`config.mk`:
```
export PLATFORM = sky130hd
export DESIGN_NAME = serial_adder_ctrl_flat
export DESIGN_NICKNAME = d
export VERILOG_FILES = /design/src/rtl/serial_adder_ctrl_if.sv /design/src/rtl/serial_adder_ctrl.sv /design/src/flat_wrapper.sv
export SDC_FILE = /design/constraint.sdc
export NUM_CORES = 1
export LEC_CHECK = 0
export CELL_PAD_IN_SITES_DETAIL_PLACEMENT = 0
export CELL_PAD_IN_SITES_GLOBAL_PLACEMENT = 2
export CORE_MARGIN = 2
export CORE_UTILIZATION = 30
export DETAILED_ROUTE_END_ITERATION = 10
export PLACE_DENSITY_LB_ADDON = 0.25
export SLEW_MARGIN = 10
export SYNTH_ARGS = -nofsm -noshare
export SYNTH_HDL_FRONTEND = slang
export SYNTH_SLANG_ARGS = --single-unit
```
`constraint.sdc`:
```
create_clock -name clk -period 1.9 [get_ports clk]
set_clock_uncertainty 0.15 [all_clocks]
set_input_delay 0.38 -clock clk [delete_from_list [all_inputs] [get_ports clk]]
set_output_delay 0.38 -clock clk [all_outputs]
set_load 0.005 [all_outputs]
```
`src/rtl/serial_adder_ctrl_if.sv`:
```
// -----------------------------------------------------------------------------
// serial_adder_ctrl_if
// Request/result bundle for the bit-serial adder.
//   start       : request, sampled only while the adder is not busy
//   a, b, cin   : operands, captured on the accepting edge
//   busy        : addition in progress
//   done        : one-cycle completion pulse
//   sum, cout   : registered result, held until the next completion
//   ovf         : signed overflow (present only with SERIAL_ADD_OVF_EN)
// Modports: master drives requests, slave (the adder) drives results.
// Optional feature macro: SERIAL_ADD_OVF_EN
// -----------------------------------------------------------------------------
interface serial_adder_ctrl_if #(
    parameter int unsigned WIDTH = 8
);
    logic             start;
    logic [WIDTH-1:0] a;
    logic [WIDTH-1:0] b;
    logic             cin;
    logic             busy;
    logic             done;
    logic [WIDTH-1:0] sum;
    logic             cout;
`ifdef SERIAL_ADD_OVF_EN
    logic             ovf;

    modport master (output start, a, b, cin, input busy, done, sum, cout, ovf);
    modport slave  (input start, a, b, cin, output busy, done, sum, cout, ovf);
`else
    modport master (output start, a, b, cin, input busy, done, sum, cout);
    modport slave  (input start, a, b, cin, output busy, done, sum, cout);
`endif
endinterface

```
`src/rtl/serial_adder_ctrl.sv`:
```
// -----------------------------------------------------------------------------
// serial_adder_ctrl
// Bit-serial WIDTH-bit adder: captures operands on start, adds LSB-first one
// bit per clock through a 1-bit full-adder slice, then presents a registered
// {cout,sum} with a one-cycle done pulse. Back-to-back requests are accepted
// in the DONE cycle.
// Ports:
//   clk  : clock, rising edge
//   rst  : synchronous active-high reset
//   bus  : serial_adder_ctrl_if.slave (start/a/b/cin in, busy/done/sum/cout out)
// Parameters:
//   WIDTH : operand/result width, 1..32
// Optional feature macro: SERIAL_ADD_OVF_EN (adds registered bus.ovf)
// -----------------------------------------------------------------------------
module serial_adder_ctrl #(
    parameter int unsigned WIDTH = 8
) (
    input  logic                 clk,
    input  logic                 rst,
    serial_adder_ctrl_if.slave   bus
);
    localparam int unsigned      CNT_W    = (WIDTH > 1) ? $clog2(WIDTH) : 1;
    localparam logic [CNT_W-1:0] CNT_LAST = CNT_W'(WIDTH - 1);

    typedef enum logic [1:0] {
        S_IDLE = 2'd0,
        S_RUN  = 2'd1,
        S_DONE = 2'd2
    } state_e;

    state_e           state_q, state_d;
    logic [WIDTH-1:0] a_sr_q, a_sr_d;
    logic [WIDTH-1:0] b_sr_q, b_sr_d;
    logic [WIDTH-1:0] sum_sr_q, sum_sr_d;
    logic             carry_q, carry_d;
    logic [CNT_W-1:0] bit_cnt_q, bit_cnt_d;
    logic             busy_q, busy_d;
    logic             done_q, done_d;
    logic [WIDTH-1:0] sum_q, sum_d;
    logic             cout_q, cout_d;
`ifdef SERIAL_ADD_OVF_EN
    logic             ovf_q, ovf_d;
`endif

    logic             fa_sum_c;
    logic             fa_cout_c;
    logic [WIDTH-1:0] sum_sr_nx_c;
    logic             accept_c;
    logic             last_c;

    // 1-bit full-adder slice fed from the operand LSBs and the running carry
    assign fa_sum_c  = a_sr_q[0] ^ b_sr_q[0] ^ carry_q;
    assign fa_cout_c = (a_sr_q[0] & b_sr_q[0]) | (carry_q & (a_sr_q[0] ^ b_sr_q[0]));

    // New sum bit enters at the MSB; after WIDTH shifts bit 0 lands at the LSB
    assign sum_sr_nx_c = (sum_sr_q >> 1) | (WIDTH'(fa_sum_c) << (WIDTH - 1));

    assign accept_c = bus.start && ((state_q == S_IDLE) || (state_q == S_DONE));
    assign last_c   = (state_q == S_RUN) && (bit_cnt_q == CNT_LAST);

    // State register
    always_ff @(posedge clk) begin
        if (rst) begin
            state_q <= S_IDLE;
        end else begin
            state_q <= state_d;
        end
    end

    // Next-state logic
    always_comb begin
        state_d = state_q;
        case (state_q)
            S_IDLE:  if (bus.start) state_d = S_RUN;
            S_RUN:   if (last_c)    state_d = S_DONE;
            S_DONE:  state_d = bus.start ? S_RUN : S_IDLE;
            default: state_d = S_IDLE;
        endcase
    end

    // Datapath and output next values
    always_comb begin
        a_sr_d    = a_sr_q;
        b_sr_d    = b_sr_q;
        sum_sr_d  = sum_sr_q;
        carry_d   = carry_q;
        bit_cnt_d = bit_cnt_q;
        busy_d    = busy_q;
        done_d    = 1'b0;
        sum_d     = sum_q;
        cout_d    = cout_q;
`ifdef SERIAL_ADD_OVF_EN
        ovf_d     = ovf_q;
`endif
        if (accept_c) begin
            a_sr_d    = bus.a;
            b_sr_d    = bus.b;
            carry_d   = bus.cin;
            sum_sr_d  = '0;
            bit_cnt_d = '0;
            busy_d    = 1'b1;
        end else if (state_q == S_RUN) begin
            a_sr_d    = a_sr_q >> 1;
            b_sr_d    = b_sr_q >> 1;
            carry_d   = fa_cout_c;
            sum_sr_d  = sum_sr_nx_c;
            bit_cnt_d = bit_cnt_q + CNT_W'(1);
            if (last_c) begin
                sum_d  = sum_sr_nx_c;
                cout_d = fa_cout_c;
`ifdef SERIAL_ADD_OVF_EN
                // carry_q is the carry into the MSB on this final step
                ovf_d  = carry_q ^ fa_cout_c;
`endif
                busy_d = 1'b0;
                done_d = 1'b1;
            end
        end
    end

    // Datapath and output registers
    always_ff @(posedge clk) begin
        if (rst) begin
            a_sr_q    <= '0;
            b_sr_q    <= '0;
            sum_sr_q  <= '0;
            carry_q   <= 1'b0;
            bit_cnt_q <= '0;
            busy_q    <= 1'b0;
            done_q    <= 1'b0;
            sum_q     <= '0;
            cout_q    <= 1'b0;
`ifdef SERIAL_ADD_OVF_EN
            ovf_q     <= 1'b0;
`endif
        end else begin
            a_sr_q    <= a_sr_d;
            b_sr_q    <= b_sr_d;
            sum_sr_q  <= sum_sr_d;
            carry_q   <= carry_d;
            bit_cnt_q <= bit_cnt_d;
            busy_q    <= busy_d;
            done_q    <= done_d;
            sum_q     <= sum_d;
            cout_q    <= cout_d;
`ifdef SERIAL_ADD_OVF_EN
            ovf_q     <= ovf_d;
`endif
        end
    end

    assign bus.busy = busy_q;
    assign bus.done = done_q;
    assign bus.sum  = sum_q;
    assign bus.cout = cout_q;
`ifdef SERIAL_ADD_OVF_EN
    assign bus.ovf  = ovf_q;
`endif

endmodule

```
`src/flat_wrapper.sv`:
```
// flat-port wrapper written by rule: the top's interface ports become plain ports
module serial_adder_ctrl_flat 
#(
    parameter int unsigned WIDTH = 8
)
  (clk, rst, bus_start, bus_a, bus_b, bus_cin, bus_busy, bus_done, bus_sum, bus_cout);
  serial_adder_ctrl_if #(.WIDTH(WIDTH)) bus_i ();
  input  logic clk;
  input  logic rst;
  input wire logic [$bits(bus_i.start)-1:0] bus_start;
  input wire logic [$bits(bus_i.a)-1:0] bus_a;
  input wire logic [$bits(bus_i.b)-1:0] bus_b;
  input wire logic [$bits(bus_i.cin)-1:0] bus_cin;
  output wire logic [$bits(bus_i.busy)-1:0] bus_busy;
  output wire logic [$bits(bus_i.done)-1:0] bus_done;
  output wire logic [$bits(bus_i.sum)-1:0] bus_sum;
  output wire logic [$bits(bus_i.cout)-1:0] bus_cout;
  assign bus_i.start = bus_start;
  assign bus_i.a = bus_a;
  assign bus_i.b = bus_b;
  assign bus_i.cin = bus_cin;
  assign bus_busy = bus_i.busy;
  assign bus_done = bus_i.done;
  assign bus_sum = bus_i.sum;
  assign bus_cout = bus_i.cout;
  serial_adder_ctrl #(.WIDTH(WIDTH)) u_core (.clk(clk), .rst(rst), .bus(bus_i));
endmodule
```
# Word-level counts from Yosys, hierarchy flattened

Index checks and enable logic that the tools add are counted.
W data, S select, Z words.

Output and inout port bits: 11
Logic and storage cells: 49
Bits of input ports: 20
Register bits after elaboration: 41

Muxes and demuxes: 14
Equal/unequal tests: 5
Bitwise operators: 8
Reductions and logical operators: 11
Add/subtract/negate cells: 1

Operators by type and width:

| operator              | count |
|---|---|
| $mux W8               | 4 |
| $or A7 B8 Y8          | 1 |
| $mux W1               | 7 |
| $pmux W2 S3           | 1 |
| $mux W2               | 2 |
| $reduce_and A2 Y1     | 2 |
| $reduce_bool A2 Y1    | 2 |
| $add A3 B1 Y3 const B | 1 |
| $eq A3 B3 Y1 const B  | 1 |
| $reduce_and A3 Y1     | 1 |
| $reduce_or A3 Y1      | 1 |
| $and A1 B1 Y1         | 2 |
| $eq A2 B1 Y1 const B  | 1 |
| $eq A2 B2 Y1 const B  | 1 |
| $logic_and A1 B1 Y1   | 2 |
| $logic_not A2 Y1      | 1 |
| $ne A2 B1 Y1 const B  | 1 |
| $ne A2 B2 Y1 const B  | 1 |
| $not A1 Y1            | 2 |
| $reduce_or A2 Y1      | 1 |
| $xor A1 B1 Y1         | 2 |
| $logic_or A1 B1 Y1    | 1 |
| $or A1 B1 Y1          | 1 |

# Logic depth before layout (Yosys ltp)

Gate-level depths: netlist of the first run.

Word-level depth: 5
Mapped depth: 6
Mapped depth without buffers: 5

# Worst setup path after synthesis of the first run

OpenSTA, ideal clock, no wires.

Kind: reg2reg
Start point: register u_core.bit_cnt_q[0]
End point: register u_core.sum_q[0], in the netlist u_core.bus.sum[0]
Arrival: 1,249 ps
Clock period less this slack: 1,470 ps
Path slack: 430 ps
Buffers on the path: 1
Cell stages (with the launch flop): 7
Cells stage by stage: dfxtp_1 -> ha_1 -> ha_1 -> nand3b_1 -> clkbuf_1 -> nand2_1 -> a21oi_1

Longest elaborated chain between the ends: 3

RTL lines:

| item                               | line                     | RTL |
|---|---|---|
| start: declaration                 | serial_adder_ctrl.sv:36  | `logic [CNT_W-1:0] bit_cnt_q, bit_cnt_d;` |
| start signal: assignment           | serial_adder_ctrl.sv:141 | `bit_cnt_q <= bit_cnt_d;` |
| $eq A3 B3 Y1                       | serial_adder_ctrl.sv:59  | `assign last_c = (state_q == S_RUN) && (bit_cnt_q == CNT_LAST);` |
| $logic_and A1 B1 Y1                | serial_adder_ctrl.sv:59  |  |
| $reduce_and A3 Y1 (no source line) | n/a                      |  |
| end signal: assignment             | serial_adder_ctrl.sv:144 | `sum_q <= sum_d;` |
| end: declaration                   | serial_adder_ctrl.sv:39  | `logic [WIDTH-1:0] sum_q, sum_d;` |

Every way passes these cells.
A chain may end at the register's enable or synchronous reset.

# Worst setup path after layout of the first run

Start point: register u_core.sum_q[3], in the netlist u_core.bus.sum[3]
End point: output port bus_sum[3]

RTL lines:

| item             | line               | RTL |
|---|---|---|
| end: declaration | flat_wrapper.sv:16 | `output wire logic [$bits(bus_i.sum)-1:0] bus_sum;` |

No word-level cell between the ends.

==> run metrics, run 1 <==
most common cell after layout, fill and taps aside nand2_1; Tmin final 1660 ps; Power Density 814 nW/µm²; Final Max Tran Viols 0; WL final 3660 µm; fin crit share 87.5%; Die Y 77.9 µm; DRC viols 0; IO Port Bufs 30; CTS Buffer Depth 2; crit path buf inv count 1; final setup fails 0; Synth Area per Inst 8.63 µm²; max incr delay on CP 510 ps; nets@finish 240; layout cells sized above 1 11.5%; VDD IR max 377 µV; Post-Syn Area 1640 µm²; CP required 1370 ps; Post-DRT Antenna Nets 0; max_slew headroom 66.7%; status finished clean; initial antenna violation count 0; dpl hpwl 2470 µm; Root Driver clkbuf_8; yosys warns 0; Clk pin slew, worst setup/hold paths 70 ps; grt ovf 0; RSZ-0062 raised after global routing no; CTS Hold Bufs 0; HP Start u_core.bus.sum[4]$_SDFFE_PP0P_; Global Route met3 Usage 3.72%; Antenna Cells 0; largest net degree at the start of global routing 30; routed length per instance 12.7 µm; GR Layer Usage met2 17.9%; CTS tree done; initial DRC count 39; Tightest Pin Transition 498 ps; Starting Density 31.5%; num rows 26; commonest non-fill, non-tap cells in the layout nand2_1 (47), dfxtp_1 (40), clkdlybuf4s50_1 (30); Die Width 77.9 µm; H-tree depth 2; core footprint 5200 µm²; first-pass GRT wire length 6170 µm; family with the most delay on the worst path buffers and inverters; setup_tns 0 ps; Worst setup startpoint u_core.bus.sum[3]$_SDFFE_PP0P_; syn nets 213; Pre-antenna DRT Iters 4; Worst Hold Class flip-flop to flip-flop; RePlAce Congestion 0.717; final hold slack 305 ps; via/cell ratio 4.60; # Max-Cap Violations 0; Synth cell types 23; die area 6070 µm²; Slowest-stage cell, CP clkdlybuf4s50_1; register bit count reported by yosys 40; via count 1325; final hold violations 0; post-cts repair resize count 0; Synth Instances 190; crit path kind flip-flop to primary output; Area Overhead vs Synth 27.2%; R2R setup slack 280 ps; Tot GR Track Use 12.9%; met1 GRT Util 18.3%; sequential cell area fraction in the yosys report 48.9%; WP data arrival 1130 ps; Critical Path End Type primary output; critical path startpoint category flip-flop; vias in the first global route 1215; CP cell instances clkdlybuf4s50_1; CTS buffer count 5; worst skew pair latency 290 ps; Post-CTS Setup Bufs 0; Max Clock Freq 601 MHz; busiest grt layer met1; CP max FO 2; CTS sink cnt 40; # IOs 31; Reg-to-Reg Start u_core.bit_cnt_q[0]$_SDFFE_PP0P_; leak pwr 0.000712 µW
## kinds of logic after synthesis
| logic type | share of synthesized area (%) |
|---|---|
| and+or+nand+nor | 23.4 |
| DFF | 48.9 |
| buffers and inverters | 5.95 |
| adders and majority gates | 2.75 |
| xor gates and xnor gates | 0.534 |
| muxes | 0.611 |
| AOI/OAI and AO/OA | 17.9 |
## through the flow
step	std cells	setup slack (ps)	power, µW	area [µm²]	util, %
5_1_grt	288	135	1780	2080	40.0
2_1_floorplan	190	430	1060	1640	-
6_report	288	237	1700	2080	40.0
3_3_place_gp	280	223	1130	1990	38.3
4_1_cts	288	218	1720	2080	40.0
3_5_place_dp	280	188	1130	1990	38.3
## area by class of cell
cell class	instances	area (µm²)
Clock buffer	8	90.1
Timing Repair Buffer	37	365
Fill cell	532	3120
Multi-Input combinational cell	133	741
Tap cell	70	87.6
Sequential cell	40	801
## final timing paths
path	endpoint	depth (start not counted)
min reg2reg	u_core.bus.sum[4]$_SDFFE_PP0P_	2
max reg2reg	u_core.bus.busy$_SDFFE_PP0P_	5
max	bus_sum[3]	1
min	u_core.bus.sum[4]$_SDFFE_PP0P_	2
## metal layers
metal  up-vias  routed length (µm)
met5         -                   0
met4         0                  75
met3         7                 146
met2        22                1530
met1       604                1910
li1        692                   -
## report_power, final
part	switching [µW]	total, µW	internal [µW]
clock network	291	588	296
logic	111	211	99.9
registers	23.3	899	875
total	426	1700	1270
## flip-flops by register name (all words and copies together) (netlist names), 2 cells and up
register	cells
u_core.b_sr_q	8
u_core.a_sr_q	8
u_core.bus.sum	8
u_core.sum_sr_q	7
u_core.state_q	2
u_core.bit_cnt_q	3
## Yosys cell counts, drive strengths merged
library cell  count  area (µm²)
and2b             2        15.0
nand2b            3        18.8
o21a              1        7.51
mux2i             1        10.0
nand3b            1        7.51
dfxtp            40         801
ha                2        25.0
clkbuf            5        18.8
buf              12        78.8
a311oi           12         149
nor2             17        63.8
fa                1        20.0
a22oi             3        22.5
nor3              1        5.00
xnor2             1        8.76
a21oi            23         115
nand2            52         208
nand3            13        65.1
Power figures use the tool's default switching activity.
==> inputs of run 2 (changes only) <==
Settings changed: GPL_TIMING_DRIVEN set to 0, PLACE_DENSITY set to 0.77, PLACE_DENSITY_LB_ADDON 0.25 to unset.
==> run 2 against run 1 <==
Net effect: utilization rose by 0.84 points; largest cell class unchanged; wire length rose by 9.4%; highest routed layer unchanged; non-clock buffer count rose by 10.
==> run metrics, run 2 (same netlist as run 1, synthesis figures left out) <==
RePlAce Congestion 0.738 (+2.9%); R2R setup slack 300 ps (+20 ps); # Max-Cap Violations 0 (unchanged); critical path startpoint category flip-flop; Final Max Tran Viols 0 (unchanged); Clk pin slew, worst setup/hold paths 80 ps (about the same); family with the most delay on the worst path buffers and inverters; CTS sink cnt 40 (unchanged); Post-DRT Antenna Nets 0 (unchanged); CP endpoint bus_cout; Worst Hold Class flip-flop to flip-flop; IO Port Bufs 30 (unchanged); Slowest-stage cell, CP clkdlybuf4s50_1; CTS buffer count 5 (unchanged); layout cells sized above 1 14.0% (+2.6 points); Antenna Cells 0 (unchanged); nets@finish 250 (+4.2%); first-pass GRT wire length 6880 µm (+12%); fin crit share 87.6% (about the same); final hold violations 0 (unchanged); worst r2r path cells 5 (unchanged); via/cell ratio 4.66 (+1.3%); RSZ-0062 raised after global routing no; crit path buf inv count 1 (unchanged); final setup fails 0 (unchanged); Die Y 77.9 µm (unchanged); leak pwr 0.000730 µW (+2.5%); most common cell after layout, fill and taps aside nand2_1; crit path kind flip-flop to primary output; Pre-antenna DRT Iters 4 (unchanged); die area 6070 µm² (unchanged); num rows 26 (unchanged); Root Driver clkbuf_8; dpl hpwl 2870 µm (+16%); Tot GR Track Use 14.8% (+1.9 points); Area Overhead vs Synth 29.8%; Power Density 811 nW/µm² (-0.35%); CP Depth 1 (unchanged); Tmin final 1660 ps (+1.17 ps); Starting Density 31.5% (unchanged); core footprint 5200 µm² (unchanged); worst skew pair latency 290 ps (about the same); initial antenna violation count 0 (unchanged); Die Width 77.9 µm (unchanged); WL final 4000 µm (+9.4%); max incr delay on CP 500 ps (about the same); largest net degree at the start of global routing 14 (-53%); VDD IR max 374 µV (-0.79%); via count 1389 (+4.8%); Max Clock Freq 601 MHz (about the same); Reg-to-Reg Start u_core.bit_cnt_q[0]$_SDFFE_PP0P_; vias in the first global route 1314 (+8.1%); initial DRC count 119 (+210%); commonest non-fill, non-tap cells in the layout nand2_1 (47), dfxtp_1 (40), clkdlybuf4s50_1 (30); DRC viols 0 (unchanged); CTS Hold Bufs 0 (unchanged); reg2reg end u_core.bus.cout$_SDFFE_PP0P_; status finished clean; # IOs 31 (unchanged); max_slew headroom 58.6% (-8.1 points); routed length per instance 13.4 µm (+5.7%); Critical Path End Type primary output; setup_tns 0 ps (unchanged); CTS tree done; CP required 1370 ps (about the same); grt ovf 0 (unchanged); H-tree depth 2 (unchanged); CP max FO 2 (unchanged); Total Power 1730 µW (+1.7%); CP cell instances clkdlybuf4s50_1; Worst setup startpoint u_core.bus.cout$_SDFFE_PP0P_; Tightest Pin Transition 620 ps (+123 ps); CTS Buffer Depth 2 (unchanged); WP data arrival 1130 ps (about the same)
-- run 2: cell count changes in the layout (fill, tap and decap cells not counted), sizes merged --
| cell | change |
|---|---|
| buf | +6 |
| clkbuf | +2 |
| clkinvlp | +2 |
-- run 2: routing by layer --
layer	up-vias	share of wire, %	GRT usage [%]
met5	-	0	0
met4	0	0.68	5.26
met3	2	5.2	4.65
met2	30	44	20.9
met1	643	50	21.0
li1	714	-	-
-- run 2: worst min path at each step --
| stage | start | end | slack (ps) | cells after the start |
|---|---|---|---|---|
| after floorplan | u_core.sum_sr_q[1]$_SDFFE_PP0P_ | u_core.sum_sr_q[1]$_SDFFE_PP0P_ | 290 | 2 |
| after global routing | u_core.bus.sum[1]$_SDFFE_PP0P_ | u_core.bus.sum[1]$_SDFFE_PP0P_ | 330 | 2 |
| after CTS | u_core.bus.sum[7]$_SDFFE_PP0P_ | u_core.bus.sum[7]$_SDFFE_PP0P_ | 310 | 2 |
| final | u_core.bus.sum[4]$_SDFFE_PP0P_ | u_core.bus.sum[4]$_SDFFE_PP0P_ | 310 | 2 |
| after global placement | u_core.sum_sr_q[1]$_SDFFE_PP0P_ | u_core.sum_sr_q[1]$_SDFFE_PP0P_ | 290 | 2 |
| after detailed placement | u_core.bus.sum[1]$_SDFFE_PP0P_ | u_core.bus.sum[1]$_SDFFE_PP0P_ | 300 | 2 |
-- run 2: what timing repair did --
action                                  CTS  global route
setup buffers                             0             1
gates resized for setup                   0             0
endpoints found under the setup margin    0             8
-- run 2: cell type report --
type / instances / area (µm²)
Buffer: 16 / 93.8
Clock buffer: 6 / 82.6
Fill cell: 562 / 3080
Multi-Input combinational cell: 133 / 741
Tap cell: 70 / 87.6
Timing Repair Buffer: 31 / 308
Clock inverter: 2 / 15.0
Sequential cell: 40 / 801
-- run 2: stage by stage --
| step | area (µm²) | hold WS, ps | setup slack, ps | std cells | utilization [%] |
|---|---|---|---|---|---|
| floorplan | 1640 | 287 | 430 | 190 | - |
| global placement | 2030 | 293 | 48.0 | 290 | 38.9 |
| detailed placement | 2030 | 299 | 39.9 | 290 | 38.9 |
| CTS | 2120 | 311 | 83.6 | 298 | 40.8 |
| global route | 2130 | 335 | 45.5 | 298 | 40.9 |
| finish | 2130 | 307 | 236 | 298 | 40.9 |
-- run 2: power breakdown --
part / internal [µW] / total [µW] / switching (µW)
Combinational: 106 / 228 / 121
Sequential: 875 / 898 / 22.7
Clock: 294 / 602 / 308
==> inputs of run 3 (changes only) <==
Settings changed: HOLD_SLACK_MARGIN set to 0.05, RECOVER_POWER set to 50.
==> run 3 against run 2 <==
Net effect: sequential share of layout area is 0.11 points higher; first-iteration DRC count is 0.84% higher; maximum frequency is 0.10% higher; wire length hardly changed; critical path depth stayed put; via count is 0.86% higher; worst hold slack hardly changed; cell count stayed put; die area stayed put; clock power is 0.7% lower; non-clock buffer count stayed put.
==> run metrics, run 3 (same netlist as run 1, synthesis figures left out) <==
largest net degree at the start of global routing 14 (unchanged); layout cells sized above 1 13.6% (-0.44 points); fin crit share 87.5% (-0.091 points); CTS sink cnt 40 (unchanged); R2R setup slack 300 ps (about the same); final setup fails 0 (unchanged); # Max-Cap Violations 0 (unchanged); Tightest Pin Transition 614 ps (-6.30 ps); CP cell instances clkdlybuf4s50_1; VDD IR max 375 µV (+0.20%); Post-DP Area 2030 µm² (unchanged); first-pass GRT wire length 6880 µm (unchanged); Starting Density 31.5% (unchanged); IO Port Bufs 30 (unchanged); Power Density 811 nW/µm² (about the same); CP max FO 2 (unchanged); hold path depth 2 (unchanged); Switch Pwr 447 µW (-1.0%); # IOs 31 (unchanged); CTS Buffer Depth 2 (unchanged); H-tree depth 2 (unchanged); Max Clock Freq 602 MHz (+0.10%); Post-DRT Antenna Nets 0 (unchanged); CTS buffer count 5 (unchanged); via count 1401 (+0.86%); Root Driver clkbuf_8; grt ovf 0 (unchanged); crit path kind flip-flop to primary output; Area Overhead vs Synth 29.5%; Final Max Tran Viols 0 (unchanged); Tmin final 1660 ps (-1.72 ps); Slowest-stage cell, CP clkdlybuf4s50_1; Hold EP u_core.bus.sum[4]$_SDFFE_PP0P_; WL final 4000 µm (about the same); most common cell after layout, fill and taps aside nand2_1; routed length per instance 13.4 µm (about the same); max_slew headroom 59.1% (+0.42 points); HP Start u_core.bus.sum[4]$_SDFFE_PP0P_; worst r2r path cells 5 (unchanged); switch share 26.0% (-0.19 points); nets@finish 250 (unchanged); Pint 1270 µW (about the same); Worst Hold Class flip-flop to flip-flop; core footprint 5200 µm² (unchanged); final hold violations 0 (unchanged); Die Width 77.9 µm (unchanged); dpl hpwl 2870 µm (unchanged); worst skew pair latency 290 ps (about the same); Tot GR Track Use 14.8% (unchanged); RePlAce Congestion 0.738 (unchanged); post-cts repair resize count 0 (unchanged); DRC viols 0 (unchanged); WP data arrival 1130 ps (about the same); CP required 1370 ps (about the same); initial DRC count 120 (+0.84%); Critical Path End Type primary output; combinational share of power 13.1% (about the same); family with the most delay on the worst path buffers and inverters; crit path buf inv count 1 (unchanged); max incr delay on CP 500 ps (about the same); Antenna Cells 0 (unchanged); Clk pin slew, worst setup/hold paths 80 ps (about the same); Reg-to-Reg Start u_core.bit_cnt_q[0]$_SDFFE_PP0P_; status finished clean; num rows 26 (unchanged); CTS tree done; RSZ-0062 raised after global routing no; leak pwr 0.000729 µW (-0.11%); setup_tns 0 ps (unchanged); fin area 2120 µm² (-0.29%); commonest non-fill, non-tap cells in the layout nand2_1 (47), dfxtp_1 (40), clkdlybuf4s50_1 (29); initial antenna violation count 0 (unchanged); vias in the first global route 1314 (unchanged); reg2reg end u_core.bus.cout$_SDFFE_PP0P_; die area 6070 µm² (unchanged); critical path startpoint category flip-flop; Clock power frac 34.7% (about the same); Pre-antenna DRT Iters 4 (unchanged); Die Y 77.9 µm (unchanged); Reg power frac 52.2% (+0.2 points); via/cell ratio 4.70 (+0.86%)
run 3: changes by cell type in the layout (fill, tap and decap cells not counted), sizes merged:
cell / previous run / this run
buf: 13 / 12
clkbuf: 10 / 11
clkdlybuf4s50: 30 / 29
dlygate4sd3: 0 / 1
run 3: worst max-delay path by stage:
stage	slack, ps	start	depth (start not counted)	endpoint
after detailed placement	40	rst	3	u_core.b_sr_q[7]$_SDFFE_PP0P_
after global placement	50	rst	3	u_core.b_sr_q[7]$_SDFFE_PP0P_
final	240	u_core.bus.sum[0]$_SDFFE_PP0P_	1	bus_sum[0]
after CTS	80	u_core.bit_cnt_q[0]$_SDFFE_PP0P_	6	u_core.bus.sum[6]$_SDFFE_PP0P_
after global routing	50	u_core.bit_cnt_q[0]$_SDFFE_PP0P_	5	u_core.bus.cout$_SDFFE_PP0P_
after floorplan	430	u_core.bit_cnt_q[0]$_SDFFE_PP0P_	6	u_core.bus.sum[0]$_SDFFE_PP0P_
run 3: power by group through the flow:
stage | clock [µW] | sequential (µW) | combinational [µW]
floorplan | 0 | 913 | 144
global placement | 0 | 917 | 227
detailed placement | 0 | 917 | 229
CTS | 619 | 898 | 230
global route | 659 | 903 | 253
finish | 598 | 898 | 226
run 3: area by class of cell:
class,instances,area [µm²]
Clock buffer,6,82.6
Fill cell,564,3080
Tap cell,70,87.6
Clock inverter,2,15.0
Multi-Input combinational cell,133,734
Buffer,16,93.8
Timing Repair Buffer,31,308
Sequential cell,40,801
run 3: worst register-to-register path, stage by stage, from the launching register on:
cell and delay, ps:
dfxtp_1 350, ha_1 160, ha_1 190, clkbuf_1 380, nand3_1 160, a21oi_1 140
run 3: metal layers:
layer / share of wire, % / up-vias / GRT usage [%]
met1: 49 / 645 / 21.0
met4: 0.68 / 0 / 5.26
li1: - / 715 / -
met2: 44 / 39 / 20.9
met3: 6.1 / 2 / 4.65
met5: 0 / - / 0
run 3: repair_timing:
action                                  CTS  global route
hold buffers                              0             0
endpoints found under the setup margin    0             8
buffers inserted                          0             1
run 3: metrics by stage:
stage                     total power (µW)  hold slack [ps]  worst slack [ps]  utilization (%)  cells
after floorplan                       1060              287               430                -    190
after global placement                1140              293              48.0             38.9    290
after detailed placement              1150              299              39.9             38.9    290
after CTS                             1750              311              83.6             40.8    298
after global routing                  1810              335              45.5             40.8    298
final                                 1720              307               238             40.8    298
==> RTL edit 1 (config.mk and constraints of run 2) <==
Encoding of `state_e`: now one-hot (3 bits for 3 states).
--- a/src/rtl/serial_adder_ctrl.sv
+++ b/src/rtl/serial_adder_ctrl.sv
@@ -22,10 +22,10 @@
     localparam int unsigned      CNT_W    = (WIDTH > 1) ? $clog2(WIDTH) : 1;
     localparam logic [CNT_W-1:0] CNT_LAST = CNT_W'(WIDTH - 1);
 
-    typedef enum logic [1:0] {
-        S_IDLE = 2'd0,
-        S_RUN  = 2'd1,
-        S_DONE = 2'd2
+    typedef enum logic [2:0] {
+        S_IDLE = 3'b001,
+        S_RUN  = 3'b010,
+        S_DONE = 3'b100
     } state_e;
 
     state_e           state_q, state_d;
Formal check against the unedited RTL: same outputs for any inputs over 10 cycles, from zero or initial values and one cycle with rst high; not proved beyond that.
==> RTL edit 1 against run 2 <==
  * Area after synthesis up 8.2%
  * Final area up 6.5%
  * Wire length rose by 9.4%
  * Power is essentially flat
  * Sequential share of layout area shrank 1.4 points
  * Worst setup slack got worse by 0.074 ns
  * Sequential cell count up 1
  * Count of clock-buffer cells in the layout unchanged
  * Largest cell class is now multi-input gates
==> RTL edit 1: results (changes against run 2) <==
The flow ran to the end, and the final reports show no timing, DRC or antenna violations. The worst hold slack across all endpoints is 0.305 ns (-0.00201 ns), and the leakage power is 0.000767 uW (+5.1%). Wire length per cell: 14.0 um (+4.5%).

Counting instances in the post-synthesis netlist gives the leading cell types as sky130_fd_sc_hd__nand2_1, sky130_fd_sc_hd__dfxtp_1, sky130_fd_sc_hd__a21oi_1, sky130_fd_sc_hd__o211ai_1, sky130_fd_sc_hd__nor2b_1. In this run the worst setup path terminates at u_core.b_sr_q[4]. The worst register-to-register path begins at u_core.state_q[1].

The run gives 0.00216 mm2 (+6.7%) as the post-placement cell area. The switching share of power was 0.254 (-0.00735); the total placed cells including tap cells was 304 (+4.8%). The sequential fraction of the synthesis area is 0.463 (-0.0256), and the combined global-route utilization of all metal layers is 0.149 (+0.00126).

The area fraction of clock buffers and clock inverters works out to 0.0425 (-0.00336). The worst-case headroom to the max-slew limit came out at 0.643 (+0.0562). The logs give 2.17 mm (+8.9%) for the met1 wire length and 142 (+6.8%) for the multi-input combinational cell count. The non-clock buffer share of cell area is 0.183 (-0.00549). For the number of global-route vias before repair, the log shows 1,546 (+18%).

The fraction of standard cell area in multi-input logic works out to 0.373 (+0.0245). The number of nets in the synthesized netlist came out at 225 (+5.6%). The global-route wire length before repair was 7.51 mm (+9.1%); the sequential standard cell area was 821 um2 (+2.5%).

The number of distinct library cells after synthesis came out at 29 (+26%). Maximum fanout encountered on the critical timing path: 10 (+8). The tools report the worst-case hold path end point as u_core.bus.sum[0].

For the worst endpoint data arrival time, the log shows 1.79 ns (+0.66 ns). The placement-stage worst setup slack came out at -0.309 ns (-0.349 ns). For the wire length on met2, the log shows 1.98 mm (+12%). The logs give 262 (+4.8%) for the net count reported at finish and 62 (-48%) for the number of DRC markers after the initial detailed-route iteration. For the met1 usage in global routing, the log shows 0.200 (-0.00966).
-- RTL edit 1: cell types whose count changed after synthesis, sizes merged, moves of 8 or more --
| cell | change |
|---|---|
| a32oi | +9 |
| nor2b | +10 |
| o211ai | +11 |
| nand3 | -11 |
| nor2 | -14 |
| a21oi | +8 |
-- RTL edit 1: power by group through the flow --
stage / clock network (uW) / registers (uW) / logic (uW)
after floorplan: 0 / 927 / 127
after global placement: 0 / 931 / 210
after detailed placement: 0 / 932 / 209
after CTS: 623 / 911 / 210
after global routing: 670 / 917 / 232
final: 605 / 912 / 211
-- RTL edit 1: cells by family after synthesis --
logic type	after synthesis	share of synthesized area
AND/OR/NAND/NOR	77	0.207
AO/OA/AOI/OAI	59	0.220
flip-flops	41	0.463
buffers and inverters	19	0.0649
XOR/XNOR	3	0.0191
adder cells (fa/ha/maj)	3	0.0254
==> RTL edit 2 (flow settings as in run 2) <==
Without the edit above. `WIDTH` is set to 8 in 3 places; all go to 4.
--- a/src/rtl/serial_adder_ctrl_if.sv
+++ b/src/rtl/serial_adder_ctrl_if.sv
@@ -11,7 +11,7 @@
 // Optional feature macro: SERIAL_ADD_OVF_EN
 // -----------------------------------------------------------------------------
 interface serial_adder_ctrl_if #(
-    parameter int unsigned WIDTH = 8
+    parameter int unsigned WIDTH = 4
 );
     logic             start;
     logic [WIDTH-1:0] a;
--- a/src/rtl/serial_adder_ctrl.sv
+++ b/src/rtl/serial_adder_ctrl.sv
@@ -13,7 +13,7 @@
 // Optional feature macro: SERIAL_ADD_OVF_EN (adds registered bus.ovf)
 // -----------------------------------------------------------------------------
 module serial_adder_ctrl #(
-    parameter int unsigned WIDTH = 8
+    parameter int unsigned WIDTH = 4
 ) (
     input  logic                 clk,
     input  logic                 rst,
--- a/src/flat_wrapper.sv
+++ b/src/flat_wrapper.sv
@@ -1,7 +1,7 @@
 // flat-port wrapper written by rule: the top's interface ports become plain ports
 module serial_adder_ctrl_flat 
 #(
-    parameter int unsigned WIDTH = 8
+    parameter int unsigned WIDTH = 4
 )
   (clk, rst, bus_start, bus_a, bus_b, bus_cin, bus_busy, bus_done, bus_sum, bus_cout);
   serial_adder_ctrl_if #(.WIDTH(WIDTH)) bus_i ();
Ports: changed (resized bus_a, bus_b and bus_sum); port bits go from 31 to 19. No check against the original RTL was run, so the function may have changed too.
==> RTL edit 2 against run 2 <==
  * Worst hold slack lost 0.10 ns
  * Cell count shrank 49%
  * Clock power shrank 61%
  * Sequential cell count is 17 lower
  * Power decreased by 49%
  * Count of clock-buffer cells in the layout shrank 3
  * Synthesized cell count down 47%
  * Worst setup slack lost 0.038 ns
  * Final area down 47%
  * Area after synthesis shrank 45%
  * Wire length shrank 53%
  * Highest routed layer unchanged
==> RTL edit 2: results (changes against run 2) <==
For the flop-to-flop setup slack, the log shows 0.42 ns (+0.12 ns). The non-clock buffer share of cell area was 0.197 (+0.00821); the clock transition at the registers of the reported paths was 0.13 ns (+0.05 ns). The portion of netlist area occupied by mux cells came out at 0.0222 (+0.0161).

Sorting the synthesized cells by area gives the leading types as sky130_fd_sc_hd__dfxtp_1, sky130_fd_sc_hd__a21oi_1, sky130_fd_sc_hd__nand2_1. The post-placement cell area came out at 0.00111 mm2 (-45%). For the wire length on met2, the log shows 917 um (-48%). The leakage power is 0.000412 uW (-44%). The logs give 387 um2 (-48%) for the area of the multi-input gates and 0.00281 mm2 (-46%) for the core outline area. The count of buffers from port buffering is 17 (-43%).

The endpoint identified for the worst register-to-register timing path is u_core.bus.busy. The synthesized-area fraction occupied by ao, oa, aoi and oai cells was 0.139 (-0.0405). The run finished with clean final reports.

The fraction of met2 tracks used by global routing came out at 0.213 (+0.00408). For the number of global-route vias before repair, the log shows 687 (-48%). The global-route met3 utilization was 0.0264 (-0.0201). Ranked by instance count, the synthesized netlist is headed by sky130_fd_sc_hd__dfxtp_1, sky130_fd_sc_hd__nand2_1, sky130_fd_sc_hd__a21oi_1, sky130_fd_sc_hd__nand3_1, sky130_fd_sc_hd__nor2_1. The run gives 0.704 (+0.117) as the worst-case headroom to the max-slew limit. The worst min-delay path class is input port to flip-flop.

For the number of filler cells placed in the layout, the log shows 304 (-46%). In this run the worst setup path begins at u_core.bus.sum[2]. The peak supply drop is 0.350 mV (-6.4%), and the number of nets in the synthesized netlist is 115 (-46%). The count of non-CTS buffers in the layout is 25 (-47%), and the met1 wire length is 846 um (-58%).

For the number of cells produced by synthesis, the log shows 101 (-47%). The global-route wire length before repair is 3.15 mm (-54%), and the multi-input combinational cell count is 70 (-47%).
==> RTL edit 2: cell count changes after synthesis, sizes merged <==
cell    before  now
a21oi       23   13
a311oi      12    2
and2b        2    1
buf         12    8
clkbuf       5    0
dfxtp       40   23
ha           2    1
mux2i        1    2
nand2       52   17
nand3       13    8
nor2        17    7
nor2b        0    1
nor3         1    6
o22ai        0    2
==> RTL edit 2: worst min-delay path by stage <==
stage / startpoint / end / slack (ns) / depth (start not counted)
floorplan: u_core.sum_sr_q[1] / u_core.sum_sr_q[1] / 0.29 / 2
global placement: u_core.bus.sum[0] / u_core.bus.sum[0] / 0.29 / 2
detailed placement: u_core.bus.sum[1] / u_core.bus.sum[1] / 0.30 / 2
CTS: rst / u_core.bus.sum[3] / 0.20 / 2
global route: rst / u_core.a_sr_q[2] / 0.20 / 2
finish: rst / u_core.bus.sum[3] / 0.20 / 2
